## config.mk

```make
export PLATFORM = sky130hd
export DESIGN_NAME = zkbdmus_ld
export DESIGN_NICKNAME = d
export VERILOG_FILES = /design/src/rtl/zkbdmus_pkg.sv /design/src/rtl/zkbdmus_tmo.sv /design/src/rtl/zkbdmus_ld.sv
export SDC_FILE = /design/constraint.sdc
export NUM_CORES = 1
export LEC_CHECK = 0
export ABC_AREA = 1
export BUFFER_PORTS_ARGS = -buffer_cell sky130_fd_sc_hd__buf_2
export CORE_MARGIN = 2
export CORE_UTILIZATION = 39
export DETAILED_ROUTE_END_ITERATION = 16
export PLACE_DENSITY = 0.57
export SYNTH_ARGS = -nofsm -noshare
export SYNTH_HDL_FRONTEND = slang
export SYNTH_SLANG_ARGS = --single-unit
```

## constraint.sdc

```tcl
create_clock -name fclk -period 2 [get_ports fclk]
set_input_delay 0.6 -clock fclk [delete_from_list [all_inputs] [get_ports fclk]]
set_output_delay 0.6 -clock fclk [all_outputs]
set_load 0.02 [all_outputs]
```

## src/rtl/zkbdmus_pkg.sv

```systemverilog
// Shared definitions for the keyboard/mouse port-mux loader: command codes,
// FSM states and payload decode helpers.
package zkbdmus_pkg;

  localparam logic [7:0] CMD_KBD    = 8'h10;
  localparam logic [7:0] CMD_MUSX   = 8'h20;
  localparam logic [7:0] CMD_MUSY   = 8'h21;
  localparam logic [7:0] CMD_MUSBTN = 8'h22;
  localparam logic [7:0] CMD_KJ     = 8'h23;

  localparam int KBD_BYTES = 5;
  localparam int KBD_W     = 8 * KBD_BYTES;

  // Fixed encodings so the state register stays compatible with older dumps.
  typedef enum logic [2:0] {
    IDLE    = 3'd0,
    CMD     = 3'd1,
    KBD     = 3'd2,
    ONE     = 3'd3,
    DISCARD = 3'd4
  } state_e;

  // One-byte commands share the upper six bits; the low two pick the target.
  typedef struct packed {
    logic x;
    logic y;
    logic btn;
    logic kj;
  } one_stb_t;

  function automatic logic is_one_cmd(input logic [7:0] b);
    return b[7:2] == CMD_MUSX[7:2];
  endfunction

  function automatic logic is_known_cmd(input logic [7:0] b);
    return (b == CMD_KBD) || is_one_cmd(b);
  endfunction

  function automatic one_stb_t one_decode(input logic [1:0] sel);
    one_stb_t s;
    s     = '0;
    s.x   = (sel == CMD_MUSX[1:0]);
    s.y   = (sel == CMD_MUSY[1:0]);
    s.btn = (sel == CMD_MUSBTN[1:0]);
    s.kj  = (sel == CMD_KJ[1:0]);
    return s;
  endfunction

endpackage

```

## src/rtl/zkbdmus_tmo.sv

```systemverilog
// Saturating inter-byte timeout counter. Counts enabled, non-cleared cycles
// and pulses expire on the increment that reaches TIMEOUT-1.
module zkbdmus_tmo #(
  parameter int TIMEOUT = 4096
) (
  input  logic fclk,
  input  logic rst,
  input  logic clr,
  input  logic en,
  output logic expire
);

  localparam int CW = (TIMEOUT > 2) ? $clog2(TIMEOUT) : 1;
  localparam logic [CW-1:0] CNT_LAST = CW'(TIMEOUT - 1);
  localparam logic [CW-1:0] CNT_PRE  = CW'(TIMEOUT - 2);

  logic [CW-1:0] cnt;

  // Clear wins over counting; hold at the top value once reached.
  always_ff @(posedge fclk) begin
    if (rst)                         cnt <= '0;
    else if (clr)                    cnt <= '0;
    else if (en && cnt != CNT_LAST)  cnt <= cnt + 1'b1;
  end

  // Fires exactly once: only the step from TIMEOUT-2 to TIMEOUT-1 qualifies.
  assign expire = en && !clr && (cnt == CNT_PRE);

endmodule

```

## src/rtl/zkbdmus_ld.sv

```systemverilog
// Loader between the SPI slave byte stream and the keyboard/mouse port mux.
// Decodes a command byte per frame, assembles keyboard snapshots in a shadow
// register and emits one-cycle strobe/data pairs. Aborted, timed-out or
// partial frames never touch the outputs.
module zkbdmus_ld
  import zkbdmus_pkg::*;
#(
  parameter int TIMEOUT = 4096
) (
  input  logic             fclk,
  input  logic             rst,
  input  logic             frame_start,
  input  logic [7:0]       in_data,
  input  logic             in_stb,
  output logic [KBD_W-1:0] kbd_out,
  output logic             kbd_stb,
  output logic [7:0]       mus_out,
  output logic             mus_xstb,
  output logic             mus_ystb,
  output logic             mus_btnstb,
  output logic             kj_stb,
  output logic             err_stb
);

  localparam logic [2:0] LAST_IDX = 3'(KBD_BYTES - 1);

  state_e                     state, state_nx, eff;
  logic [2:0]                 idx;
  logic [1:0]                 sel;
  logic [KBD_BYTES-1:0][7:0]  shadow;
  logic [KBD_BYTES-1:0][7:0]  kbd_next;
  one_stb_t                   dec;

  logic tmo_en, tmo_clr, expire;
  logic cmd_take, cmd_unknown, abort;
  logic kbd_wr, kbd_done, one_wr;

  // frame_start overrides the current state, so a byte arriving with it is
  // treated as the command byte of the new frame.
  assign eff         = frame_start ? CMD : state;
  assign abort       = frame_start && (state == KBD || state == ONE);
  assign cmd_take    = in_stb && (eff == CMD);
  assign cmd_unknown = cmd_take && !is_known_cmd(in_data);
  assign kbd_wr      = in_stb && (eff == KBD);
  assign kbd_done    = kbd_wr && (idx == LAST_IDX);
  assign one_wr      = in_stb && (eff == ONE);
  assign dec         = one_decode(sel);

  assign tmo_en  = (state == CMD) || (state == KBD) || (state == ONE);
  assign tmo_clr = frame_start || in_stb;

  zkbdmus_tmo #(.TIMEOUT(TIMEOUT)) u_tmo (
    .fclk   (fclk),
    .rst    (rst),
    .clr    (tmo_clr),
    .en     (tmo_en),
    .expire (expire)
  );

  // Next state: decode in CMD, close the frame once the payload completes.
  always_comb begin
    state_nx = eff;
    case (eff)
      CMD: if (in_stb) begin
        if (in_data == CMD_KBD)     state_nx = KBD;
        else if (is_one_cmd(in_data)) state_nx = ONE;
        else                        state_nx = DISCARD;
      end
      KBD:     if (kbd_done) state_nx = DISCARD;
      ONE:     if (in_stb)   state_nx = DISCARD;
      default: ;
    endcase
    if (expire) state_nx = IDLE;
  end

  // State register.
  always_ff @(posedge fclk) begin
    if (rst) state <= IDLE;
    else     state <= state_nx;
  end

  // Byte index and latched one-byte target, both set by the command byte.
  always_ff @(posedge fclk) begin
    if (rst) begin
      idx <= '0;
      sel <= '0;
    end else if (cmd_take) begin
      idx <= '0;
      sel <= in_data[1:0];
    end else if (kbd_wr) begin
      idx <= idx + 1'b1;
    end
  end

  // Shadow snapshot; deliberately kept across frames, only kbd_out is gated.
  always_ff @(posedge fclk) begin
    if (rst) shadow <= '0;
    else if (kbd_wr)
      for (int b = 0; b < KBD_BYTES; b++)
        if (idx == 3'(b)) shadow[b] <= in_data;
  end

  // The final byte bypasses the shadow so data and strobe land together.
  always_comb begin
    kbd_next                = shadow;
    kbd_next[KBD_BYTES-1]   = in_data;
  end

  // Keyboard output register and strobe.
  always_ff @(posedge fclk) begin
    if (rst) begin
      kbd_out <= '0;
      kbd_stb <= 1'b0;
    end else begin
      kbd_stb <= kbd_done;
      if (kbd_done) kbd_out <= kbd_next;
    end
  end

  // Shared mouse/joystick payload and its per-target strobes.
  always_ff @(posedge fclk) begin
    if (rst) begin
      mus_out    <= '0;
      mus_xstb   <= 1'b0;
      mus_ystb   <= 1'b0;
      mus_btnstb <= 1'b0;
      kj_stb     <= 1'b0;
    end else begin
      mus_xstb   <= one_wr && dec.x;
      mus_ystb   <= one_wr && dec.y;
      mus_btnstb <= one_wr && dec.btn;
      kj_stb     <= one_wr && dec.kj;
      if (one_wr) mus_out <= in_data;
    end
  end

  // Error pulse: unknown command, aborted payload frame, or timeout.
  always_ff @(posedge fclk) begin
    if (rst) err_stb <= 1'b0;
    else     err_stb <= cmd_unknown || abort || expire;
  end

endmodule
```

==> results.cfg <==
[clocking]
cts_hold_buffers = 0
cts_tree = done
clockBufferDepth = 2
cts_setup_buffers = 0
path_clk_slew_ns = 0.10
insertion_delay_ns = 0.38
post_cts_resized = 0
root_buffer = clkbuf_8
cts.sinks = 106
htree_levels = 3
cts_made_buffers = 9

[cells_and_area]
area_growth_pct = 16.7
final_util_pct = 47.2
nets = 636
n_antenna_cell = 0
drive_gt1_share_pct = 17.7
final_area_sq_mm = 0.00490

[synth]
synth_top_area_share_pct = 50.6
synthTopCellsByArea = dfxtp_1, nor2_1, nand2_1, o21ai_0, a21oi_1
ys_seq_area_share_pct = 50.6
ys_ff_latch = 106
synth_nets = 571
syn_area_sq_mm = 0.00420
synth.distinct_cells = 30
ys_warn_count = 0
synthCells = 552
synth_top_area_cell = dfxtp_1
syn_avg_cell_area_sq_um = 7.60

[drt]
drt_wl_total_mm = 9.77
wl_per_cell_microns = 12.9
drtIter0Drc = 204
first_pass_iters = 4
drc = 0
post_drt_via_cell_ratio = 4.84
vias = 3671
ant_nets = 0

[job]
maxCapViolCount = 0

[sta]
slew_viol_final = 0
rsz0062_at_grt = false
fin_crit_ns = 1.66
finalHoldViolCount = 0
setup_viol = 0
setup_ws_ns = 0.339
fin_setup_tns_ns = 0
fin_worst_skew_ns = 0.0185
slew_headroom_pct = 72.3
worst_pin_slew_ns = 0.411
fmax_mhz = 602
fin_crit_sh_pct = 83.0

[critical_path]
reg2reg_to = u_tmo.cnt[6]
crit_fanout = 11
cp.arrival_ns = 1.92
crit_path_end = u_tmo.cnt[6]
r2r_cells = 8
worst-setup-path-type = reg2reg
critPathMaxStageDelay_ns = 0.45
required_ns = 2.26
r2r-start = u_tmo.cnt[0]
critPathLaunch = u_tmo.cnt[0]
worst_path_max_delay_cell = dfxtp_1
crit_path_start_kind = flip-flop
worstPathCellList = ha_1 > inv_1 > nor2_2 > nand3_2 > nand2_2 > inv_2 > nand2_1 > a21oi_1
r2r_slack_ns = 0.34
endpoint_kind = flip-flop

[place]
gp_congestion = 0.804
place_ws_ns = 0.0857
placed_cell_area_sq_mm = 0.00469
hpwl_mm = 6.75
portBuffers = 65

[grt]
grt_max_degree = 79
gr-total-overflow = 0
first_global_vias = 3425
antenna_found_initial = 0
track_usage_pct = 18.2
grt_pass1_wl_mm = 16.7

[power_and_ir_drop]
ir_drop_uv = 304
power_density_mw_per_mm2 = 748
leakagePower_uw = 0.00228
p_total_uw = 3660

[floorplanning]
start_util_pct = 40.5
ios = 66
core_sq_mm = 0.0104
die_x_microns = 108
die_h_microns = 108
num_rows = 37
die_area_sq_mm = 0.0116

[run_status]
status = finished clean

[hold_path]
hp-class = reg2reg
[layout by cell type, fill, tap and decap left out, drive strengths merged]
cell type	count
o21a	1
nand2	77
nand3	20
clkbuf	9
nor3	5
nand3b	2
xnor2	1
nor4	4
nor2	135
xor2	3
ha	7
inv	37
buf	80
bufinv	1
o21ai	80
clkinvlp	2
a211oi	1
clkinv	4
a21oi	43
dfxtp	106
nand4	4
[how the worst min path moves through the flow]
stage / from / end / slack [ns] / depth (start not counted)
CTS: sel[1] / mus_xstb / 0.45 / 1
detailed placement: sel[1] / mus_xstb / 0.44 / 1
global route: sel[1] / mus_ystb / 0.47 / 1
finish: sel[1] / mus_ystb / 0.45 / 1
floorplan: sel[0] / mus_btnstb / 0.42 / 1
global placement: kbd_next[31] / kbd_out[31] / 0.44 / 2
[kinds of logic after synthesis]
family	count (synthesis)	synth area share [%]
AOI/OAI and AO/OA	125	15.0
xor gates and xnor gates	4	0.835
adders and majority gates	7	2.09
buffers and inverters	63	6.86
DFF	106	50.6
and+or+nand+nor	247	24.6
[cells in the mapped netlist]
library cell	number
xnor2_1	1
buf_4	1
o21a_1	1
nor2_1	128
xor2_1	3
nor4_1	4
nand3b_1	2
nand4_1	4
nor3_2	1
inv_2	3
a211oi_1	1
a21oi_1	43
dfxtp_1	106
ha_1	7
clkbuf_1	11
buf_2	8
nand3_2	1
nand2_1	76
nor3_1	4
nor2_2	6
inv_1	33
buf_6	5
nand3_1	18
nand2_2	1
clkinv_1	1
nor2_4	1
buf_1	1
o21ai_0	45
o21ai_1	35
nand3_4	1
[worst max-delay path, delay by kind of cell, from the launching register on]
kind                     cells  cell delay (ns)
AND/OR/NAND/NOR              4             0.62
AO/OA/AOI/OAI                1             0.06
adder cells (fa/ha/maj)      1             0.22
buffers and inverters        2             0.20
flip-flops                   1             0.45
[metal layers]
layer | GRT usage (%) | up-vias | part of all wire, %
met5 | 0 | - | 0
met4 | 7.42 | 0 | 1.7
met3 | 2.66 | 12 | 6.0
met2 | 26.7 | 91 | 42
met1 | 26.5 | 1646 | 51
li1 | - | 1922 | -
[per-stage QoR]
stage               hold slack, ns  instances
global placement             0.441        742
CTS                          0.453        758
finish                       0.452        758
global route                 0.467        758
floorplan                    0.420        552
detailed placement           0.441        742
[report_power, final]
group / leakage (uW) / switching (uW) / internal, uW
logic: 0.00133 / 112 / 43.5
registers: 0.000854 / 6.93 / 2120
clock network: 0.0000992 / 784 / 600
[flip-flops by register name, summed over array words and instances, names as in the netlist]
name	flops
kbd_out	40
kbd_next	32
u_tmo.cnt	12
mus_out	8
idx	3
state	3
sel	2
err_stb	1
kbd_stb	1
kj_stb	1
mus_btnstb	1
mus_xstb	1
mus_ystb	1
[area by class of cell]
| type | count | area, sq um |
|---|---|---|
| timing repair buffer | 80 | 463 |
| clock inverter | 7 | 87.6 |
| sequential | 106 | 2120 |
| clock buffer | 9 | 124 |
| tap | 136 | 170 |
| inverter | 37 | 139 |
| fill | 1050 | 5470 |
| multi-input combinational | 383 | 1790 |
Note: power is estimated with default switching activity, not from simulation.
